===== config.mk =====
export PLATFORM = sky130hd
export DESIGN_NAME = cpu_profiler
export DESIGN_NICKNAME = d
export VERILOG_FILES = /design/src/rtl/cpu_profiler.sv
export SDC_FILE = /design/constraint.sdc
export NUM_CORES = 1
export LEC_CHECK = 0
export CAP_MARGIN = 10
export CORE_MARGIN = 4
export CORE_UTILIZATION = 35
export DETAILED_ROUTE_END_ITERATION = 16
export PLACE_DENSITY_LB_ADDON = 0.1
export SYNTH_ARGS = -nofsm -noshare
export SYNTH_HDL_FRONTEND = slang
export SYNTH_SLANG_ARGS = --single-unit

===== constraint.sdc =====
create_clock -name CLK_50 -period 2.65 [get_ports CLK_50]
set_input_delay 0.265 -clock CLK_50 [delete_from_list [all_inputs] [get_ports CLK_50]]
set_output_delay 0.265 -clock CLK_50 [all_outputs]
set_load 0.01 [all_outputs]

===== src/rtl/cpu_profiler.sv =====
// cpu_profiler: counts executed CPU cycles in total and per address-range
// channel, stopping when the CPU reaches FINAL_PC. Counters saturate and
// raise sticky overflow flags. Any counter is read back through a
// registered mux addressed by read_sel.
// Build option: define CPU_PROFILER_BCD_EN for packed-BCD counters
// (decimal display), otherwise the counters are plain binary.
//
// state  | meaning
// -------+---------------------------------------------------------
// IDLE   | after reset, counters frozen, waiting for start
// RUN    | counting pc_valid cycles, FINAL_PC ends the run
// DONE   | run finished, counters frozen, finished=1 gates the CPU
module cpu_profiler #(
    parameter int PC_WIDTH     = 12,
    parameter int COUNT_WIDTH  = 32,
    parameter int NUM_CHANNELS = 4,
    parameter int FINAL_PC     = 4095
) (
    input  logic                             CLK_50,
    input  logic                             reset,
    input  logic                             start,
    input  logic [PC_WIDTH-1:0]              pc,
    input  logic                             pc_valid,
    input  logic [NUM_CHANNELS*PC_WIDTH-1:0] ch_lo,
    input  logic [NUM_CHANNELS*PC_WIDTH-1:0] ch_hi,
    input  logic [3:0]                       read_sel,
    output logic [COUNT_WIDTH-1:0]           read_count,
    output logic                             running,
    output logic                             finished,
    output logic [NUM_CHANNELS:0]            overflow
);

    localparam int NCNT = NUM_CHANNELS + 1;
    localparam int NDIG = COUNT_WIDTH / 4;

    typedef enum logic [1:0] {
        S_IDLE = 2'd0,
        S_RUN  = 2'd1,
        S_DONE = 2'd2
    } state_t;

    typedef logic [COUNT_WIDTH-1:0] cnt_t;

`ifdef CPU_PROFILER_BCD_EN
    // Saturation point is every digit at 9.
    function automatic logic cnt_at_max(input cnt_t v);
        logic m;
        m = 1'b1;
        for (int d = 0; d < NDIG; d++) begin
            if (v[d*4 +: 4] != 4'd9) m = 1'b0;
        end
        return m;
    endfunction

    // Decimal ripple-carry increment, digit 0 is least significant.
    function automatic cnt_t cnt_inc(input cnt_t v);
        cnt_t r;
        logic c;
        r = v;
        c = 1'b1;
        for (int d = 0; d < NDIG; d++) begin
            if (c) begin
                if (r[d*4 +: 4] == 4'd9) begin
                    r[d*4 +: 4] = 4'd0;
                end else begin
                    r[d*4 +: 4] = r[d*4 +: 4] + 4'd1;
                    c = 1'b0;
                end
            end
        end
        return r;
    endfunction
`else
    function automatic logic cnt_at_max(input cnt_t v);
        return &v;
    endfunction

    function automatic cnt_t cnt_inc(input cnt_t v);
        return v + cnt_t'(1);
    endfunction
`endif

    state_t                        state_q, state_d;
    logic [NCNT-1:0][COUNT_WIDTH-1:0] cnt_q, cnt_d;
    logic [NCNT-1:0]               ovf_q, ovf_d;
    logic [COUNT_WIDTH-1:0]        rd_q, rd_d;
    logic [NCNT-1:0]               hit;

    // Range match per counter; slot 0 is the total and always hits.
    // An inverted range (lo > hi) can never satisfy both compares.
    always_comb begin
        hit    = '0;
        hit[0] = 1'b1;
        for (int i = 0; i < NUM_CHANNELS; i++) begin
            hit[i+1] = (pc >= ch_lo[i*PC_WIDTH +: PC_WIDTH]) &&
                       (pc <= ch_hi[i*PC_WIDTH +: PC_WIDTH]);
        end
    end

    // Next state and counter updates; start wins over everything but reset.
    always_comb begin
        state_d = state_q;
        cnt_d   = cnt_q;
        ovf_d   = ovf_q;
        if (start) begin
            state_d = S_RUN;
            cnt_d   = '0;
            ovf_d   = '0;
        end else begin
            case (state_q)
                S_IDLE: state_d = S_IDLE;
                S_RUN: begin
                    if (pc_valid) begin
                        for (int i = 0; i < NCNT; i++) begin
                            if (hit[i]) begin
                                if (cnt_at_max(cnt_q[i])) ovf_d[i] = 1'b1;
                                else                      cnt_d[i] = cnt_inc(cnt_q[i]);
                            end
                        end
                        if (pc == PC_WIDTH'(FINAL_PC)) state_d = S_DONE;
                    end
                end
                S_DONE: state_d = S_DONE;
                default: state_d = S_IDLE;
            endcase
        end
    end

    // Read-back mux; selects beyond the last channel return zero.
    always_comb begin
        rd_d = '0;
        for (int i = 0; i < NCNT; i++) begin
            if ({1'b0, read_sel} == 5'(i)) rd_d = cnt_q[i];
        end
    end

    // State, counters, flags and read register.
    always_ff @(posedge CLK_50) begin
        if (reset) begin
            state_q <= S_IDLE;
            cnt_q   <= '0;
            ovf_q   <= '0;
            rd_q    <= '0;
        end else begin
            state_q <= state_d;
            cnt_q   <= cnt_d;
            ovf_q   <= ovf_d;
            rd_q    <= rd_d;
        end
    end

    assign read_count = rd_q;
    assign running    = (state_q == S_RUN);
    assign finished   = (state_q == S_DONE);
    assign overflow   = ovf_q;

endmodule

* After elaboration in Yosys (flattened, before gate mapping) *
Index checks and enable logic that the tools add are counted.

storage, ports and cells
  flip-flop bits (word level) = 199
  latch bits = 0
  bits in writable memories = 0
  ROM bits = 0
  input port bits = 116
  output and inout port bits = 39
  logic and storage cells = 74
  memories = 0

cells by class
  add/subtract/negate cells = 5
  multiply operators = 0
  div/mod/pow operators = 0
  magnitude comparators = 8
  equality and inequality tests = 11
  shifts and indexed selects = 0
  multiplexer cells = 9
  bitwise logic cells = 5
  reduce and logical (&&, ||, !) cells = 23

operators by type and width
  operator               count
  $add 32x1->32 const B  5
  $mux 32                5
  $reduce_and 32->1      5
  $reduce_and 35->1      4
  $ge 12x12->1           4
  $le 12x12->1           4
  $reduce_and 34->1      1
  $reduce_and 4->1       4
  $eq 12x12->1 const B   1
  $eq 4x2->1 const B     2
  $not 1->1              5
  $eq 4x1->1 const B     1
  $eq 4x3->1 const B     1
  $logic_and 1x1->1      4
  $logic_not 4->1        1
  $mux 2                 2
  $pmux 2 s2             1
  $reduce_and 2->1       2
  $ne 3x2->1 const B     1
  $ne 3x3->1 const B     1
  $reduce_and 3->1       1
  $eq 2x1->1 const B     1
  $eq 2x2->1 const B     1
  $ne 2x1->1 const B     1
  3 further kinds        3

* Longest topological paths before layout *
Gate-level depths: netlist (run 1).

  depth after elaboration = 6
  depth in mapped cells = 12
  mapped depth without buffers = 10

* Worst setup path after synthesis (run 1) *
No wires, ideal clock.

  path type = in2reg
  start = input port ch_hi[9]
  end = register cnt_q[61] (netlist bit)
  arrival = 2464 ps
  path slack = 116 ps
  cell stages on the path = 11
  cell sequence = inv_1 ha_1 a211oi_2 o22ai_1 or4_1 a2bb2oi_1 nor3_4 nand3_2 buf_6 or3_1 a21oi_1

on the way
  word-level cells in the longest chain between the ends = 3

ends and longest elaborated chain
  what                        RTL line  RTL
  start, declared             25        input logic [NUM_CHANNELS*PC_WIDTH-1:0] ch_hi,
  $le 12x12->1                96        (pc <= ch_hi[i*PC_WIDTH +: PC_WIDTH]);
  $logic_and 1x1->1           95        hit[i+1] = (pc >= ch_lo[i*PC_WIDTH +: PC_WIDTH]) &&
  $reduce_and 4->1 (no line)  --
  end signal, assigned        146       cnt_q <= cnt_d;
  end, declared               84        logic [NCNT-1:0][COUNT_WIDTH-1:0] cnt_q, cnt_d;

No other way between the ends.
A chain may end at the register's enable or synchronous reset.

* Worst setup path in the final report (run 1) *
  start = input port pc[10]
  end = register cnt_q[49] (netlist bit)

on the way
  word-level cells in the longest chain between the ends = 3

ends and longest elaborated chain
  what                                          RTL line  RTL
  start, declared                               22        input logic [PC_WIDTH-1:0] pc,
  $ge 12x12->1 or $le 12x12->1 (tied branches)  95, 96
  $logic_and 1x1->1 *                           95
  $reduce_and 4->1 (no line) *                  --

Every way passes the cells marked *; elsewhere a longest branch is shown, timed or not.

==> results of run 1 <==
==> sequential cells by signal, indices dropped and copies added, names as in the netlist <==
name	cells
state_q	2
cnt_q	160
read_count	32
overflow	5
==> timing repair <==
item                                    CTS  global route
buffers inserted                          2             8
endpoints found under the setup margin   95           108
hold buffers                              0             0
resized for setup                        23            71
gates cloned                              1             5
pin swaps                                 3            21
==> per-layer routing <==
layer | up-vias | track usage (%) | wire length, um
met2 | 312 | 33.9 | 18500
li1 | 5695 | - | -
met5 | - | 0 | 0
met3 | 30 | 3.94 | 2420
met4 | 0 | 4.09 | 458
met1 | 5515 | 31.9 | 20100
==> layout make-up <==
type	count	area, um^2
timing repair buffer	278	2700
fill	3259	17000
sequential	199	3980
multi-input combinational	1114	7570
inverter	104	393
clock buffer	22	474
clock inverter	8	146
tap	442	553
==> per-stage QoR <==
step                util [%]  TNS (ns)
floorplan                  -         0
global placement        44.4    -63.93
detailed placement      44.4    -68.75
CTS                     46.7         0
global route            48.1   -0.0689
finish                  48.1         0
==> cells by family after synthesis <==
| kind of cell | synth area share [%] |
|---|---|
| AO/OA/AOI/OAI | 12.4 |
| flip-flops | 33.8 |
| buffers and inverters | 5.48 |
| AND/OR/NAND/NOR | 26.2 |
| multiplexers | 2.97 |
| XOR/XNOR | 8.24 |
| adder cells (fa/ha/maj) | 10.9 |
==> where the power goes <==
part	internal (mW)	leakage [nW]	switching, mW	total [mW]
logic	0.449	4.11	0.433	0.882
clock network	1.65	0.302	1.16	2.81
registers	2.99	1.60	0.00343	2.99
total	5.09	6.01	1.60	6.68
==> worst max-delay path: cells and delay by family <==
kind	cells	cell delay (ns)
and+or+nand+nor	4	1.25
buffers and inverters	2	0.56
adders and majority gates	1	0.27
AOI/OAI and AO/OA	4	0.57
==> synth_stat cells, types with 3 or more instances <==
library cell	n	share of area, %
a31oi_1	3	0.16
nand3_1	63	2.7
a221oi_1	33	2.4
nor4b_1	3	0.22
o21bai_1	3	0.19
o31ai_1	5	0.32
nor2b_1	7	0.37
and4_1	14	1.0
a21oi_1	68	2.9
o211ai_1	8	0.51
and3_1	28	1.5
buf_2	7	0.30
nand2_1	114	3.6
xor2_1	59	4.4
nor2_1	197	6.3
xnor2_1	52	3.9
inv_1	104	3.3
clkbuf_1	56	1.8
nor3_1	39	1.7
or3_1	45	2.4
a21o_1	7	0.45
o21ai_0	82	3.5
or2_2	4	0.21
dfxtp_1	199	34
or4_1	5	0.32
nor4_1	17	0.90
ha_1	103	11
and2_1	7	0.37
a211oi_1	5	0.32
nand4_1	70	3.7
nand2b_1	7	0.37
mux2i_1	35	3.0
==> worst paths after layout <==
kind	start	end	slack, ns	depth (start not counted)
setup / recovery	pc[10]	cnt_q[49]$_SDFFE_PP0P_	0.1	11
hold / removal	overflow[3]$_SDFFE_PP0P_	overflow[3]$_SDFFE_PP0P_	0.48	2
setup reg to reg	state_q[1]$_SDFFE_PP0P_	cnt_q[103]$_SDFFE_PP0P_	0.11	12
hold reg to reg	overflow[3]$_SDFFE_PP0P_	overflow[3]$_SDFFE_PP0P_	0.48	2
==> summary.txt, run 1 <==
Outcome
  – Status: completed

Cells and area
  – Fraction of layout cells with a size suffix above 1: between 10% and 20%
  – Ant diodes: 0
  – Design Area, Final: 0.0158 mm^2
  – Number of nets in the final layout: 1,933
  – Commonest non-fill, non-tap cell in the layout: dfxtp_1
  – Commonest cells after routing, fill and taps aside: 199 x dfxtp_1, 194 x nor2_1, 136 x clkdlybuf4s50_1, 113 x nand2_1, 105 x buf_4
  – Syn-to-layout area delta: 34.1%
  – Fin cells: 2,167

GRT
  – Antenna violations before repair: 0
  – Total Routing Usage GR: 21.8%
  – Largest net degree at the start of global routing: 59
  – Via count of the first global-routing pass: about 11,000
  – Total grt overflow: 0
  – Global-route wire length before repair: 62.5 mm

Power
  – Worst vdd ir: 510 uV
  – Final Power: 6.68 mW
  – Cell area power density: 422 mW/mm^2
  – Leak pwr: 6.01 nW

Clocking
  – Clock-pin slew on the worst setup and hold paths: 0.07 ns
  – Cts bufs inserted: 17
  – # H-tree levels: 4
  – Maximum clock path buffer count: 2
  – CTS tree: built
  – Clock latency on the worst-skew pair: 0.44 ns
  – CTS root buf: clkbuf_16
  – Clock sinks: 199

Synthesis
  – Syn avg cell area: 7.97 um^2
  – Top FF cell, synth: dfxtp_1
  – Syn nets: 1,699
  – Synth unique cells: 56
  – Synth async-reset ratio: 0%
  – EDFF count, synth: 0
  – YS warnings: 0
  – Mapped cell area: 0.0118 mm^2
  – Synth Instances: 1,480
  – Post-synthesis sequential area ratio: 33.8%
  – Seq cells post-synth: 199

Critical path
  – CP Cell Sequence: dlygate4sd2_1 -> ha_4 -> o21ai_2 -> o22ai_2 -> or4_4 -> a2bb2oi_4 -> nor3_4 -> buf_12 -> nand3_4 -> or3_1 -> a21oi_1
  – CP max stage cell: or4_4
  – Critical Path RT: 3.01 ns
  – Worst-path fanout max: 8
  – Crit path launch type: input port
  – Critical path type: in -> reg
  – Max stage delay on crit path: 0.54 ns
  – CP Capture Type: register
  – Crit path DAT: roughly 3 ns

Detailed routing
  – DRT Pass-1 Iters: 6
  – Initial DRC count: 827
  – Routed wire per std cell: ~19 um
  – Avg Vias per Cell: 5.33
  – Via count: roughly 12,000
  – Remaining antenna violation count after routing: 0
  – Post-route DRC: 0
  – WL final: 41.4 mm

Floorplan
  – Full die area: 0.0367 mm^2
  – Core outline area: between 0.03 and 0.04 mm^2
  – Row count: 66
  – Die Span Y: 192 um
  – Initial core utilization: 35.9%
  – IO Pins: about 160
  – Die Wd: 192 um

Timing
  – Worst-Margin Slew: 0.770 ns
  – Tmin final: 2.55 ns
  – Final worst setup slack: around 0.095 ns
  – Setup violators final: 0
  – Max Fclk: 0.391 GHz
  – Fin. max-slew vios: 0
  – Rel. slew slack: around half
  – Final Hold Vio Count: 0
  – Worst Hold Slack: slightly below 0.5 ns
  – Period utilisation layout: 96.4%
  – Skew final: approximately 0.017 ns

Place
  – Dpl hpwl: 31.4 mm
  – Placed inst area: approximately 0.015 mm^2
  – Buffers on Ports: 154
  – RD Place Congestion: 0.883
  – Pre-CTS setup slack: -0.696 ns
  – Inst Count DP: 2,122

Hold path
  – HP Class: reg -> reg

Job
  – Max capacitance violation total: 0
Power figures use the tool's default switching activity.
==> inputs of run 2 (changes only) <==
- CTS_CLUSTER_SIZE: not set -> 30
==> results of run 2 <==
No change in the layout: final DEF, timing and power equal those of run 1.
